`src/rtl/truth_table_sequencer.sv`:
```
`default_nettype none
// ============================================================================
// Module   : truth_table_sequencer
// Purpose  : Steps a 4-bit test vector {A,B,C,D} through 0..15, either on a
//            prescaled timer (auto) or on a debounced push-button (manual).
//            Runs one sweep and stops, or loops forever.
// Ports    : clk, rst_n (async, active-low)
//            start_i, abort_i     - sweep control
//            mode_i               - 0 auto, 1 manual
//            hold_i               - freezes the auto prescaler
//            step_btn_i           - raw push-button
//            a_o..d_o             - current vector, a_o = MSB
//            vec_valid_o, done_o  - one-cycle strobes
//            busy_o               - sweep in progress
//            sweep_count_o        - completed sweeps, saturating
// Revision : 1.0 - initial release
// ============================================================================
module truth_table_sequencer #(
  parameter int DIV      = 4,
  parameter int DEBOUNCE = 8,
  parameter int LOOP     = 0
) (
  input  logic       clk,
  input  logic       rst_n,
  input  logic       start_i,
  input  logic       abort_i,
  input  logic       mode_i,
  input  logic       hold_i,
  input  logic       step_btn_i,
  output logic       a_o,
  output logic       b_o,
  output logic       c_o,
  output logic       d_o,
  output logic       vec_valid_o,
  output logic       busy_o,
  output logic       done_o,
  output logic [7:0] sweep_count_o
);

  localparam logic [7:0] DIV_LAST = 8'(DIV - 1);
  localparam logic [7:0] DEB_LAST = 8'(DEBOUNCE - 1);

  typedef enum logic [1:0] {
    S_IDLE = 2'd0,
    S_RUN  = 2'd1,
    S_DONE = 2'd2
  } state_t;

  // --------------------------------------------------------------------------
  // Button synchroniser and debouncer
  // --------------------------------------------------------------------------
  logic       sync1_q, sync2_q;
  logic       deb_q, deb_d;
  logic [7:0] deb_cnt_q, deb_cnt_d;
  logic       deb_rise;

  // The counter only runs while the synchronised level disagrees with the
  // accepted level; any agreeing cycle restarts the qualification window.
  always_comb begin
    deb_d     = deb_q;
    deb_cnt_d = 8'd0;
    deb_rise  = 1'b0;
    if (sync2_q != deb_q) begin
      if (deb_cnt_q == DEB_LAST) begin
        deb_d    = sync2_q;
        deb_rise = sync2_q;
      end else begin
        deb_cnt_d = deb_cnt_q + 8'd1;
      end
    end
  end

  always_ff @(posedge clk or negedge rst_n) begin
    if (!rst_n) begin
      sync1_q   <= 1'b0;
      sync2_q   <= 1'b0;
      deb_q     <= 1'b0;
      deb_cnt_q <= 8'd0;
    end else begin
      sync1_q   <= step_btn_i;
      sync2_q   <= sync1_q;
      deb_q     <= deb_d;
      deb_cnt_q <= deb_cnt_d;
    end
  end

  // --------------------------------------------------------------------------
  // Advance decision while running
  // --------------------------------------------------------------------------
  state_t     state_q;
  logic [3:0] vec_q;
  logic [7:0] presc_q, presc_d;
  logic       mode_prev_q;
  logic       vec_valid_q, busy_q, done_q;
  logic [7:0] sweep_q;
  logic       advance;

  // Manual mode pins the prescaler at 0 and steps on debounced rises only,
  // so rises seen in auto mode or outside RUN are simply dropped.
  always_comb begin
    presc_d = presc_q;
    advance = 1'b0;
    if (mode_i) begin
      presc_d = 8'd0;
      advance = deb_rise;
    end else if (mode_i != mode_prev_q) begin
      presc_d = 8'd0;
    end else if (!hold_i) begin
      if (presc_q == DIV_LAST) begin
        presc_d = 8'd0;
        advance = 1'b1;
      end else begin
        presc_d = presc_q + 8'd1;
      end
    end
  end

  // --------------------------------------------------------------------------
  // Sequencer FSM with registered outputs
  // --------------------------------------------------------------------------
  always_ff @(posedge clk or negedge rst_n) begin
    if (!rst_n) begin
      state_q     <= S_IDLE;
      vec_q       <= 4'd0;
      presc_q     <= 8'd0;
      mode_prev_q <= 1'b0;
      vec_valid_q <= 1'b0;
      busy_q      <= 1'b0;
      done_q      <= 1'b0;
      sweep_q     <= 8'd0;
    end else begin
      vec_valid_q <= 1'b0;
      done_q      <= 1'b0;
      mode_prev_q <= mode_i;
      if (abort_i) begin
        state_q <= S_IDLE;
        vec_q   <= 4'd0;
        presc_q <= 8'd0;
        busy_q  <= 1'b0;
      end else begin
        case (state_q)
          S_IDLE: begin
            if (start_i) begin
              state_q     <= S_RUN;
              vec_q       <= 4'd0;
              presc_q     <= 8'd0;
              busy_q      <= 1'b1;
              vec_valid_q <= 1'b1;
            end
          end
          S_RUN: begin
            presc_q <= presc_d;
            if (advance) begin
              if (vec_q == 4'hF) begin
                if (sweep_q != 8'hFF) begin
                  sweep_q <= sweep_q + 8'd1;
                end
                if (LOOP != 0) begin
                  vec_q       <= 4'd0;
                  vec_valid_q <= 1'b1;
                end else begin
                  state_q <= S_DONE;
                  busy_q  <= 1'b0;
                  done_q  <= 1'b1;
                end
              end else begin
                vec_q       <= vec_q + 4'd1;
                vec_valid_q <= 1'b1;
              end
            end
          end
          S_DONE: begin
            state_q <= S_IDLE;
          end
          default: begin
            state_q <= S_IDLE;
          end
        endcase
      end
    end
  end

  assign a_o           = vec_q[3];
  assign b_o           = vec_q[2];
  assign c_o           = vec_q[1];
  assign d_o           = vec_q[0];
  assign vec_valid_o   = vec_valid_q;
  assign busy_o        = busy_q;
  assign done_o        = done_q;
  assign sweep_count_o = sweep_q;

endmodule
`default_nettype wire

```
`config.mk`:
```
export PLATFORM = sky130hd
export DESIGN_NAME = truth_table_sequencer
export DESIGN_NICKNAME = d
export VERILOG_FILES = /design/src/rtl/truth_table_sequencer.sv
export SDC_FILE = /design/constraint.sdc
export NUM_CORES = 1
export LEC_CHECK = 0
export BUFFER_PORTS_ARGS = -buffer_cell sky130_fd_sc_hd__buf_2
export CAP_MARGIN = 20
export CORE_MARGIN = 4
export CORE_UTILIZATION = 45
export CTS_CLUSTER_DIAMETER = 100
export CTS_CLUSTER_SIZE = 12
export DETAILED_ROUTE_END_ITERATION = 10
export SLEW_MARGIN = 20
export SYNTH_ARGS = -nofsm -noshare
export SYNTH_HDL_FRONTEND = slang
export SYNTH_SLANG_ARGS = --single-unit
```
`constraint.sdc`:
```
create_clock -name clk -period 5.1 [get_ports clk]
set_input_delay 1.02 -clock clk [delete_from_list [all_inputs] [get_ports clk]]
set_output_delay 1.02 -clock clk [all_outputs]
set_load 0.01 [all_outputs]
```
==> results.sh <==
export IMPL_arrival_ps=2430
export IMPL_start_util_pct=47.9
export IMPL_area_sequential_um2=926
export IMPL_timing_rr_end="sweep_count_o[1]$_DFFE_PN0P_"
export IMPL_die_width_um=71.1
export IMPL_setup_ws_ps=2860
export IMPL_detail_route_wirelength_mm=3.42
export IMPL_tns_ps=0
export IMPL_critPathKind="in -> reg"
export IMPL_holdPathEnd="sync2_q$_DFF_PN0_"
export IMPL_finalCriticalPeriod_ps=2240
export IMPL_core_area_mm2=0.00374
export IMPL_nNetsFinal=203
export IMPL_grt_use_total_pct=15.1
export IMPL_grt_start_max_net_pins=38
export IMPL_regToRegSetupSlack_ps=3110
export IMPL_maxSlewViolCount=0
export IMPL_hold_start="sync1_q$_DFF_PN0_"
export IMPL_p_clk_share_pct=36.6
export IMPL_initialDrtViolationCount=89
export IMPL_hold_slack_ps=351
export IMPL_dieArea_mm2=0.00506
export IMPL_min_path_type="reg -> reg"
export IMPL_drtPass1Iterations=4
export IMPL_cp_cell_sequence="buf_2 > nor3b_4 > nand2_1 > nor2_1 > nand3_1 > o31ai_1"
export IMPL_seq_power_share_pct=53.1
export IMPL_critPathTopFamily="simple AND/OR/NAND/NOR gates"
export IMPL_dr_wl_met2_mm=1.63
export IMPL_synth_cells=165
export IMPL_max_freq_mhz=446
export IMPL_antenna_found_initial=0
export IMPL_fin_crit_sh_pct=44.0
export IMPL_path_clk_slew_ps=70
export IMPL_path_max_fanout=7
export IMPL_rsz0062_at_grt="false"
export IMPL_skew_ps=4.95
export IMPL_htreeDepth=2
export IMPL_ys_warnings_count=0
export IMPL_worstMarginPinSlew_ps=806
export IMPL_ys_types=37
export IMPL_seq_area_frac_synth_pct=51.7
export IMPL_cts_sinks=37
export IMPL_postCtsSetupRepairBufs=0
export IMPL_row_count=22
export IMPL_cts_hold_buf=0
export IMPL_powerDensity_mw_per_mm2=297
export IMPL_clk_latency_ps=280
export IMPL_drc=0
export IMPL_reg2regPathDepth=5
export IMPL_finalSetupViolations=0
export IMPL_cp_buffers_inverters=1
export IMPL_p_leak_nw=0.998
export IMPL_ios=22
export IMPL_hold_path_cell_count=0
export IMPL_maxUsedRoutingLayer="met4"
export IMPL_outcome="completed"
export IMPL_synth_area_mm2=0.00179
export IMPL_hold_viol_final=0
export IMPL_postLayoutCoreUtil_pct=54.9
export IMPL_switching_power_w=0.000151
export IMPL_numCtsBuffers=5
export IMPL_comb_power_share_pct=10.3
export IMPL_antenna_left=0
export IMPL_cts_resized=0
export IMPL_cts_buffer_depth=2
export IMPL_drv_cap=0
export IMPL_die_h_um=71.1
export IMPL_maxSlewHeadroom_pct=46.3
export IMPL_place_hpwl_mm=2.48
export IMPL_wl_met3_um=165
export IMPL_root_buffer="clkbuf_8"
export IMPL_synth_avg_cell_area_um2=10.9
export IMPL_place_ws_ps=2570
export IMPL_multi_input_area_um2=858
export IMPL_cts_tree="yes"
export IMPL_power_w=0.000610
export IMPL_globalplace_congestion=0.871
export IMPL_slowest_delay_ps=320
export IMPL_crit_path_top_delay_cell="o31ai_1"
export IMPL_num_vias=1368
export IMPL_n_antenna_cell=0
export IMPL_avgViaCountPerCell=5.68
export IMPL_drive_gt1_share_pct=18.7
export IMPL_r2r_start="presc_q[0]$_DFFE_PN0P_"
export IMPL_crit_path_start_kind="input pin"
export IMPL_grt_pass1_wl_mm=6.07
export IMPL_synth_fp_nets=176
export IMPL_area_growth_pct=14.7
export IMPL_irDropWorstVdd_v=0.000124
export IMPL_wl_per_cell_um=14.2
export IMPL_swShare_pct=24.7
export IMPL_internal_power_w=0.000459
export IMPL_grt_pass1_vias=1309
export IMPL_wl_met1_mm=1.61
export IMPL_ys_ff_latch=37
export IMPL_crit_path_end_kind="flop"
export IMPL_critPathRequiredTime_ps=5290
export IMPL_grt_overflow_total=0
export IMPL_port_buffers=21
export IMPL_fillers=343
cell usage after synthesis:
library cell,count,area share [%]
dfrtp_1,37,52
and3_1,12,4.2
nand2_1,12,2.5
nand3_1,12,3.4
nor2_1,12,2.5
o21ai_0,11,3.1
xnor2_1,8,3.9
xor2_1,6,2.9
nand4_1,5,1.7
nor3_1,5,1.4
and2_1,4,1.4
ha_1,4,2.8
nor3b_1,4,1.7
o31ai_1,4,1.7
a21oi_1,2,0.56
a31oi_1,2,0.70
and3b_1,2,0.98
mux2_2,2,1.3
nand2b_1,2,0.70
o21bai_1,2,0.84
a2111oi_2,1,0.84
a211oi_4,1,1.1
a21boi_0,1,0.42
a221oi_1,1,0.49
a22o_1,1,0.49
a41o_1,1,0.56
a41oi_1,1,0.49
and2b_1,1,0.42
clkbuf_1,1,0.21
inv_1,1,0.21
mux2_1,1,0.63
nand4_2,1,0.70
nand4b_1,1,0.49
nor3b_4,1,1.0
nor4b_4,1,1.3
o21a_1,1,0.42
o21ai_1,1,0.28
cells by family after synthesis:
kind of cell / share of synthesized area [%]
DFF: 51.7
AOI/OAI and AO/OA: 11.9
adders and majority gates: 2.79
buffers and inverters: 0.419
and+or+nand+nor: 24.4
muxes: 1.89
xor gates and xnor gates: 6.84
flip-flops by register name, indices dropped and copies added, names as in the netlist:
signal,cells
vec_q,4
sweep_count_o,8
done_o,1
deb_cnt_q,8
state_q,2
mode_prev_q,1
busy_o,1
vec_valid_o,1
sync2_q,1
sync1_q,1
deb_q,1
presc_q,8
per-stage QoR:
| stage | area (µm²) | std cells |
|---|---|---|
| finish | 2050 | 241 |
| global route | 2050 | 241 |
| CTS | 2050 | 241 |
| detailed placement | 1950 | 233 |
| global placement | 1950 | 233 |
| floorplan | 1790 | 165 |
layout by cell type (no fill, tap or decap), types with 5 or more instances in the layout:
cell and instances:
nor3_1 5, o21ai_0 11, clkbuf_8 7, xnor2_1 8
dfrtp_1 37, nand2_1 12, xor2_1 6, buf_2 21
nand4_1 5, and3_1 12, nor2_1 12, nand3_1 12
worst max path at each step:
stage | startpoint | to | slack (ps) | cells past startpoint
2_1_floorplan | mode_i | sweep_count_o[1]$_DFFE_PN0P_ | 2850 | 4
3_3_place_gp | mode_i | sweep_count_o[1]$_DFFE_PN0P_ | 2630 | 5
3_5_place_dp | abort_i | presc_q[4]$_DFFE_PN0P_ | 2570 | 6
4_1_cts | abort_i | presc_q[5]$_DFFE_PN0P_ | 2850 | 6
5_1_grt | start_i | presc_q[3]$_DFFE_PN0P_ | 2740 | 6
6_report | abort_i | presc_q[5]$_DFFE_PN0P_ | 2860 | 6
cell type report:
cell class	count	area share [%]
inverter	1	0.183
multi-input combinational	126	41.8
clock buffer	7	4.69
clock inverter	1	0.244
timing repair buffer	21	5.12
tap	48	2.92
sequential	37	45.1
power by group through the flow:
stage / Combinational [W] / Clock (W) / Sequential [W]
floorplan: 0.0000434 / 0 / 0.000327
global placement: 0.0000619 / 0 / 0.000329
detailed placement: 0.0000642 / 0 / 0.000329
CTS: 0.0000647 / 0.000229 / 0.000324
global route: 0.0000730 / 0.000244 / 0.000325
finish: 0.0000629 / 0.000223 / 0.000324
per-layer routing:
metal | vias up | global-route usage [%]
li1 | 656 | -
met1 | 677 | 19.7
met2 | 33 | 23.4
met3 | 2 | 5.26
met4 | 0 | 5.01
met5 | - | 0
worst reg2reg max path, delay by kind of cell, from the launching register on:
family          cells  cell delay, ps
fa+ha+maj           1             240
simple gates        2             400
mux                 1             370
flops               1             390
compound gates      1             470
(Power assumes the default switching activity.)
